<file path="src/rtl/bitmap_rmw_pkg.sv">
// Shared definitions for the bitmap read-modify-write controller: op encodings,
// init sequencer state type and a small op-classification helper.
package bitmap_rmw_pkg;

    localparam int unsigned OP_WIDTH = 2;

    typedef enum logic [OP_WIDTH-1:0] {
        OP_READ  = 2'b00,
        OP_SET   = 2'b01,
        OP_CLR   = 2'b10,
        OP_WRITE = 2'b11
    } op_e;

    typedef enum logic [1:0] {
        StIdle,
        StClear,
        StRun
    } init_state_e;

    // Every op except READ commits a new word to the RAM.
    function automatic logic is_write_op(input op_e op);
        return op != OP_READ;
    endfunction

endpackage

</file>
<file path="src/rtl/bitmap_rmw_init_seq.sv">
// Clear sequencer: after reset walks every RAM word writing zero, then reports done.
// Only instantiated when BITMAP_RMW_INIT_CLEAR_EN is defined.
module bitmap_rmw_init_seq
    import bitmap_rmw_pkg::*;
#(
    parameter int unsigned ADDR_WIDTH = 6
) (
    input  logic                  clk,
    input  logic                  rst,
    output logic                  clr_we,
    output logic [ADDR_WIDTH-1:0] clr_addr,
    output logic                  done
);

    init_state_e           state_q, state_d;
    // One extra bit so the carry out of the last address marks completion.
    logic [ADDR_WIDTH:0]   cnt_q, cnt_d;

    // State and counter registers; reset restarts the sweep from address 0.
    always_ff @(posedge clk) begin
        if (rst) begin
            state_q <= StIdle;
            cnt_q   <= '0;
        end else begin
            state_q <= state_d;
            cnt_q   <= cnt_d;
        end
    end

    // Next-state logic and clear-write outputs.
    always_comb begin
        state_d  = state_q;
        cnt_d    = cnt_q;
        clr_we   = 1'b0;
        clr_addr = cnt_q[ADDR_WIDTH-1:0];
        done     = 1'b0;
        unique case (state_q)
            StIdle: begin
                cnt_d   = '0;
                state_d = StClear;
            end
            StClear: begin
                clr_we = ~rst;
                cnt_d  = cnt_q + 1'b1;
                if (cnt_d[ADDR_WIDTH]) begin
                    state_d = StRun;
                end
            end
            StRun: begin
                done = 1'b1;
            end
            default: begin
                state_d = StIdle;
            end
        endcase
    end

endmodule

</file>
<file path="src/rtl/bitmap_rmw_ctrl.sv">
// Pipelined read-modify-write controller for the 1W2R allocation-bitmap RAM.
// Port 1 feeds the RMW pipeline (accept -> S1 modify/write), port 2 a read-only query channel.
// A one-entry forward register hides the RAM's stale same-edge read.
// Optional: define BITMAP_RMW_INIT_CLEAR_EN to zero the RAM after reset before accepting work.
module bitmap_rmw_ctrl
    import bitmap_rmw_pkg::*;
#(
    parameter int unsigned ADDR_WIDTH = 6,
    parameter int unsigned DATA_WIDTH = 64
) (
    input  logic                  clk,
    input  logic                  rst,
    input  logic                  req_valid,
    output logic                  req_ready,
    input  logic [OP_WIDTH-1:0]   req_op,
    input  logic [ADDR_WIDTH-1:0] req_addr,
    input  logic [DATA_WIDTH-1:0] req_mask,
    output logic                  rsp_valid,
    output logic [DATA_WIDTH-1:0] rsp_data,
    input  logic                  qry_en,
    input  logic [ADDR_WIDTH-1:0] qry_addr,
    output logic                  qry_valid,
    output logic [DATA_WIDTH-1:0] qry_data,
    output logic                  init_done,
    output logic                  ram_write_en,
    output logic [ADDR_WIDTH-1:0] ram_write_addr,
    output logic [DATA_WIDTH-1:0] ram_write_data,
    output logic [ADDR_WIDTH-1:0] ram_read_addr1,
    input  logic [DATA_WIDTH-1:0] ram_read_data1,
    output logic [ADDR_WIDTH-1:0] ram_read_addr2,
    input  logic [DATA_WIDTH-1:0] ram_read_data2
);

    logic                  accept;
    logic                  qry_accept;

    logic                  s1_v_q;
    op_e                   s1_op_q;
    logic [ADDR_WIDTH-1:0] s1_addr_q;
    logic [DATA_WIDTH-1:0] s1_mask_q;

    logic                  fwd_v_q;
    logic [ADDR_WIDTH-1:0] fwd_addr_q;
    logic [DATA_WIDTH-1:0] fwd_data_q;

    logic                  qry_v_q;
    logic                  qry_hit_q;
    logic [DATA_WIDTH-1:0] qry_fwd_q;

    logic [DATA_WIDTH-1:0] old_word;
    logic [DATA_WIDTH-1:0] new_word;
    logic                  s1_wr;

`ifdef BITMAP_RMW_INIT_CLEAR_EN
    logic                  clr_we;
    logic [ADDR_WIDTH-1:0] clr_addr;

    bitmap_rmw_init_seq #(
        .ADDR_WIDTH (ADDR_WIDTH)
    ) u_init_seq (
        .clk      (clk),
        .rst      (rst),
        .clr_we   (clr_we),
        .clr_addr (clr_addr),
        .done     (init_done)
    );
`else
    logic init_q;

    // Without the clear sweep the RAM is usable the cycle after reset releases.
    always_ff @(posedge clk) begin
        if (rst) begin
            init_q <= 1'b0;
        end else begin
            init_q <= 1'b1;
        end
    end

    assign init_done = init_q;
`endif

    assign req_ready      = init_done & ~rst;
    assign accept         = req_valid & req_ready;
    assign qry_accept     = qry_en & init_done & ~rst;
    assign ram_read_addr1 = req_addr;
    assign ram_read_addr2 = qry_addr;

    // S1 datapath: pick the freshest old word, apply the op, drive response.
    always_comb begin
        old_word = ram_read_data1;
        if (fwd_v_q && (fwd_addr_q == s1_addr_q)) begin
            old_word = fwd_data_q;
        end
        new_word = old_word;
        unique case (s1_op_q)
            OP_READ:  new_word = old_word;
            OP_SET:   new_word = old_word | s1_mask_q;
            OP_CLR:   new_word = old_word & ~s1_mask_q;
            OP_WRITE: new_word = s1_mask_q;
            default:  new_word = old_word;
        endcase
        // Reset in the S1 cycle drops the op entirely.
        s1_wr     = s1_v_q & ~rst & is_write_op(s1_op_q);
        rsp_valid = s1_v_q & ~rst;
        rsp_data  = old_word;
    end

    // RAM write port: the clear sweep and S1 never coexist since no request is accepted mid-sweep.
    always_comb begin
        ram_write_en   = s1_wr;
        ram_write_addr = s1_addr_q;
        ram_write_data = new_word;
`ifdef BITMAP_RMW_INIT_CLEAR_EN
        if (clr_we) begin
            ram_write_en   = 1'b1;
            ram_write_addr = clr_addr;
            ram_write_data = '0;
        end
`endif
    end

    // S1 stage capture of the accepted request.
    always_ff @(posedge clk) begin
        if (rst) begin
            s1_v_q <= 1'b0;
        end else begin
            s1_v_q <= accept;
        end
        if (accept) begin
            s1_op_q   <= op_e'(req_op);
            s1_addr_q <= req_addr;
            s1_mask_q <= req_mask;
        end
    end

    // Forward register holds the word written last cycle, which the RAM read misses.
    always_ff @(posedge clk) begin
        if (rst) begin
            fwd_v_q <= 1'b0;
        end else begin
            fwd_v_q <= s1_wr;
        end
        fwd_addr_q <= s1_addr_q;
        fwd_data_q <= new_word;
    end

    // Query pipeline: remember whether the S1 write on the query cycle hit the queried word.
    always_ff @(posedge clk) begin
        if (rst) begin
            qry_v_q   <= 1'b0;
            qry_hit_q <= 1'b0;
        end else begin
            qry_v_q   <= qry_accept;
            qry_hit_q <= s1_wr && (s1_addr_q == qry_addr);
        end
        qry_fwd_q <= new_word;
    end

    assign qry_valid = qry_v_q & ~rst;
    assign qry_data  = qry_hit_q ? qry_fwd_q : ram_read_data2;

endmodule

</file>
<file path="config.mk">
export PLATFORM = sky130hd
export DESIGN_NAME = bitmap_rmw_ctrl
export DESIGN_NICKNAME = d
export VERILOG_FILES = /design/src/rtl/bitmap_rmw_pkg.sv /design/src/rtl/bitmap_rmw_init_seq.sv /design/src/rtl/bitmap_rmw_ctrl.sv
export SDC_FILE = /design/constraint.sdc
export NUM_CORES = 1
export LEC_CHECK = 0
export ABC_AREA = 1
export CAP_MARGIN = 20
export CORE_AREA = 4 4 163 165
export CTS_BUF_LIST = sky130_fd_sc_hd__clkbuf_8
export CTS_CLUSTER_DIAMETER = 80
export DETAILED_ROUTE_END_ITERATION = 8
export DIE_AREA = 0 0 167 169
export GPL_TIMING_DRIVEN = 0
export PLACE_DENSITY = 0.68
export REMOVE_ABC_BUFFERS = 1
export SLEW_MARGIN = 20
export SYNTH_ARGS = -nofsm -noshare
export SYNTH_HDL_FRONTEND = slang
export SYNTH_SLANG_ARGS = --single-unit
</file>
<file path="constraint.sdc">
create_clock -name clk -period 4.8 [get_ports clk]
set_input_delay 0.72 -clock clk [delete_from_list [all_inputs] [get_ports clk]]
set_output_delay 0.72 -clock clk [all_outputs]
set_load 0.05 [all_outputs]
</file>
==> flow_results.org <==
** Placed design
- Final GP Congestion :: roughly 0.85
- In this run the tool buffered the top-level ports with 424 buffer cells.
- Cell area reported after detailed placement :: about 12000 um2
- Detail Placement HPWL :: 21.1 mm

** Clocking
- Number of instances resized during post-cts repair :: 0
- Buffers added to address setup during post-CTS repair amount to 0.
- Clock Pin Slew Worst Setup and Hold Paths :: 0.09 ns
- Hold repair after CTS inserted 0 buffers.
- The later pin in the worst-skew pair is clocked with a latency of 0.44 ns.
- Buffer levels on the longest clock path :: 2
- CTS tree :: done
- The clock tree synthesis step divided the H-tree into 4 levels.
- Clock buffer count from CTS :: 17
- Total clock sinks :: 147
- CTS root buf :: sky130_fd_sc_hd__clkbuf_8

** Global route
- Remaining global-route overflow :: 0
- Vias in the first global route :: 7336
- Largest net degree at the start of global routing :: 79
- Global-route usage over all layers :: 18.3%
- The initial antenna violation count is 0.
- Wire length of the first global-routing pass :: between 40 and 50 mm

** Layout
- In the final layout, flip-flops and latches occupy ~3700 um2.
- After the last flow step, the layout net total stands at 1574.
- 0 antenna diodes ended up in the layout.
- The library cell used most frequently in the layout, excluding fill and tap cells, is sky130_fd_sc_hd__clkdlybuf4s50_1.
- Post-route design area :: 12400 um2
- Relative to the synthesized area, the layout overhead comes to 64.9%.
- Most frequent cells in the layout :: sky130_fd_sc_hd__clkdlybuf4s50_1 (424), sky130_fd_sc_hd__nand2_1 (209), sky130_fd_sc_hd__inv_1 (146)
- In the final layout, the share of cells above drive strength 1 is 3.56%.
- The filler cells instantiated in the layout total 2345.
- Combined area of the multi-input logic cells :: roughly 2900 um2

** Detailed routing
- Post-DRT Antenna Nets :: 0
- Final wirelength :: between 20 and 30 mm
- Wire per inst :: roughly 16 um
- Before antenna repair, the detailed router went through 5 iterations.
- Number of vias after detailed routing :: 7632
- Number of vias per cell :: 4.47
- Initial detailed-routing violation count :: 354
- For this run, design rule violations remaining after detail routing come to 0.

** Outcome
- The flow ran to the end, and the final reports show no timing, DRC or antenna violations.

** Power
- For this design the static power due to leakage is 5.42 nW.
- Sw Share :: between 30 and 40%
- Power per cell area :: 263 nW/um2
- After layout, the design draws a total of 3.27 mW.
- The clock network burns a little under a third of the power.
- Seq pwr share :: about 43%
- Across the VDD grid, the largest voltage drop is 0.178 mV.
- In this run, the combinational gates consume 27.6% of the power.
- Cell internal power was estimated by the tool at 2.20 mW.
- The analysis attributes to net switching a power of approximately 1.1 mW.

** STA
- Setup repair after global routing left no endpoint under its margin.
- The final number of max-transition violations is 0.
- The final hold violation count came to 0.
- Worst-Margin Slew :: 0.679 ns
- Fraction of the cycle the final worst path needs :: 90.7%
- Min cycle time layout :: about 4.4 ns
- Max-slew headroom at the worst pin :: ~55%
- Across the routed clock network, the largest skew measured is 0.0249 ns.
- Achievable frequency :: about 0.23 GHz
- Final-report setup violation count :: 0

** Logic synthesis
- Yosys synthesis warning count :: 0
- The number of different library cells used by synthesis comes to 24.
- Synthesis handed over a netlist of just under 1000 instances.
- The cell area that synthesis handed to floorplanning was 7520 um2.
- Synth Area per Inst :: 7.73 um2
- Flip-flop and latch count after synthesis :: 147
- Register area share after synthesis :: 48.7%

** Floorplanning
- Area of the die :: 28200 um2
- Standard-cell row count :: 58
- In this run the standard cell core region covers 25000 um2.
- Die boundary height :: 169 um
- Die Wd :: roughly 170 um
- around 430 I/O pins were placed.
- Once the floorplan was initialized, standard cells occupied 30.1% of the core.

** Worst hold path
- The path class of the tightest hold or removal check is reg -> reg.

** Worst setup path
- STA classifies the critical path endpoint as an output pin.
- Along the worst path, the maximum fanout reaches 35.
- Worst Path Class, Setup :: reg -> out
- STA puts the critical path data arrival time at 3.63 ns.
- CP startpoint kind :: register
- Required time of the worst setup path :: around 4.1 ns

** Job
- Number of max-cap violations :: 0
## synthesized netlist by cell type (all sizes together)
master | instances | share of area, %
a21boi | 1 | 0.10
a21oi | 64 | 4.3
and2 | 64 | 5.3
and3 | 2 | 0.17
buf | 24 | 2.7
clkbuf | 43 | 3.6
dfxtp | 75 | 20
edfxtp | 72 | 29
inv | 144 | 7.2
nand2 | 210 | 11
nand3 | 129 | 8.6
nand4 | 1 | 0.083
nor2 | 70 | 3.6
nor3 | 1 | 0.066
o21a | 2 | 0.20
o21ai | 65 | 4.3
xnor2 | 5 | 0.58
xor2 | 1 | 0.12
## final cells by class
class | count | share of cell area, %
multi-input combinational | 615 | 23.1
inverter | 144 | 4.36
tap | 330 | 3.33
clock inverter | 15 | 1.25
clock buffer | 17 | 1.89
sequential | 147 | 29.5
timing repair buffer | 439 | 36.5
## per-layer routing
metal  routed length, um  vias to the layer above  track usage [%]
met4                 627                        0             5.73
met3                1970                       29             5.70
met1               10800                     3454             20.9
met2               13900                      278             32.9
met5                   0                        -                0
li1                    -                     3871                -
## final timing paths
| path | to | cells after the start | slack (ns) | start |
|---|---|---|---|---|
| setup / recovery | ram_write_data[31] | 11 | 0.45 | ram_write_addr[1] |
| hold / removal | qry_fwd_q[38] | 2 | 0.49 | s1_mask_q[38] |
| setup reg to reg | qry_fwd_q[31] | 10 | 2.38 | ram_write_addr[1] |
| hold reg to reg | qry_fwd_q[38] | 2 | 0.49 | s1_mask_q[38] |
## power groups by stage
| stage | logic (mW) | clock network [mW] | registers [mW] |
|---|---|---|---|
| floorplan | 0.456 | 0 | 1.42 |
| global placement | 0.879 | 0 | 1.43 |
| detailed placement | 0.905 | 0 | 1.42 |
| CTS | 0.909 | 1.02 | 1.39 |
| global route | 0.949 | 1.08 | 1.39 |
| finish | 0.901 | 0.978 | 1.39 |
## per-stage QoR
| step | util (%) | worst slack (ns) | TNS [ns] | hold WS (ns) | instances |
|---|---|---|---|---|---|
| after floorplan | - | 0.327 | 0 | 0.669 | 906 |
| after global placement | 46.8 | -2.70 | -420.06 | 0.464 | 1660 |
| after detailed placement | 48.0 | 0.834 | 0 | 0.468 | 1675 |
| after CTS | 49.6 | 0.297 | 0 | 0.486 | 1707 |
| after global routing | 49.6 | 0.120 | 0 | 0.519 | 1707 |
| final | 49.6 | 0.446 | 0 | 0.487 | 1707 |
## logic make-up after synthesis
group | count (synthesis) | share of synthesized area (%)
and+or+nand+nor | 477 | 28.3
DFF | 147 | 48.7
xor gates and xnor gates | 6 | 0.698
buffers and inverters | 211 | 13.5
AOI/OAI and AO/OA | 132 | 8.88
## worst max-delay path, cell delays in order, from the launching register on
cell	delay (ns)
sky130_fd_sc_hd__edfxtp_1	0.49
sky130_fd_sc_hd__nand2_1	0.12
sky130_fd_sc_hd__nand2_1	0.05
sky130_fd_sc_hd__inv_1	0.05
sky130_fd_sc_hd__nand2_1	0.07
sky130_fd_sc_hd__nor2_4	0.52
sky130_fd_sc_hd__nand2_4	0.43
sky130_fd_sc_hd__buf_12	0.32
sky130_fd_sc_hd__nand2_1	0.10
sky130_fd_sc_hd__nand3_1	0.06
sky130_fd_sc_hd__nand2_1	0.11
sky130_fd_sc_hd__clkdlybuf4s50_1	0.85
## sequential cells by signal, indices dropped and copies added (netlist names)
signal / count
s1_mask_q: 64
qry_hit_q: 1
s1_v_q: 1
fwd_addr_q: 6
qry_v_q: 1
fwd_v_q: 1
ram_write_addr: 6
init_done: 1
qry_fwd_q: 64
s1_op_q: 2
Power figures use the tool's default switching activity.
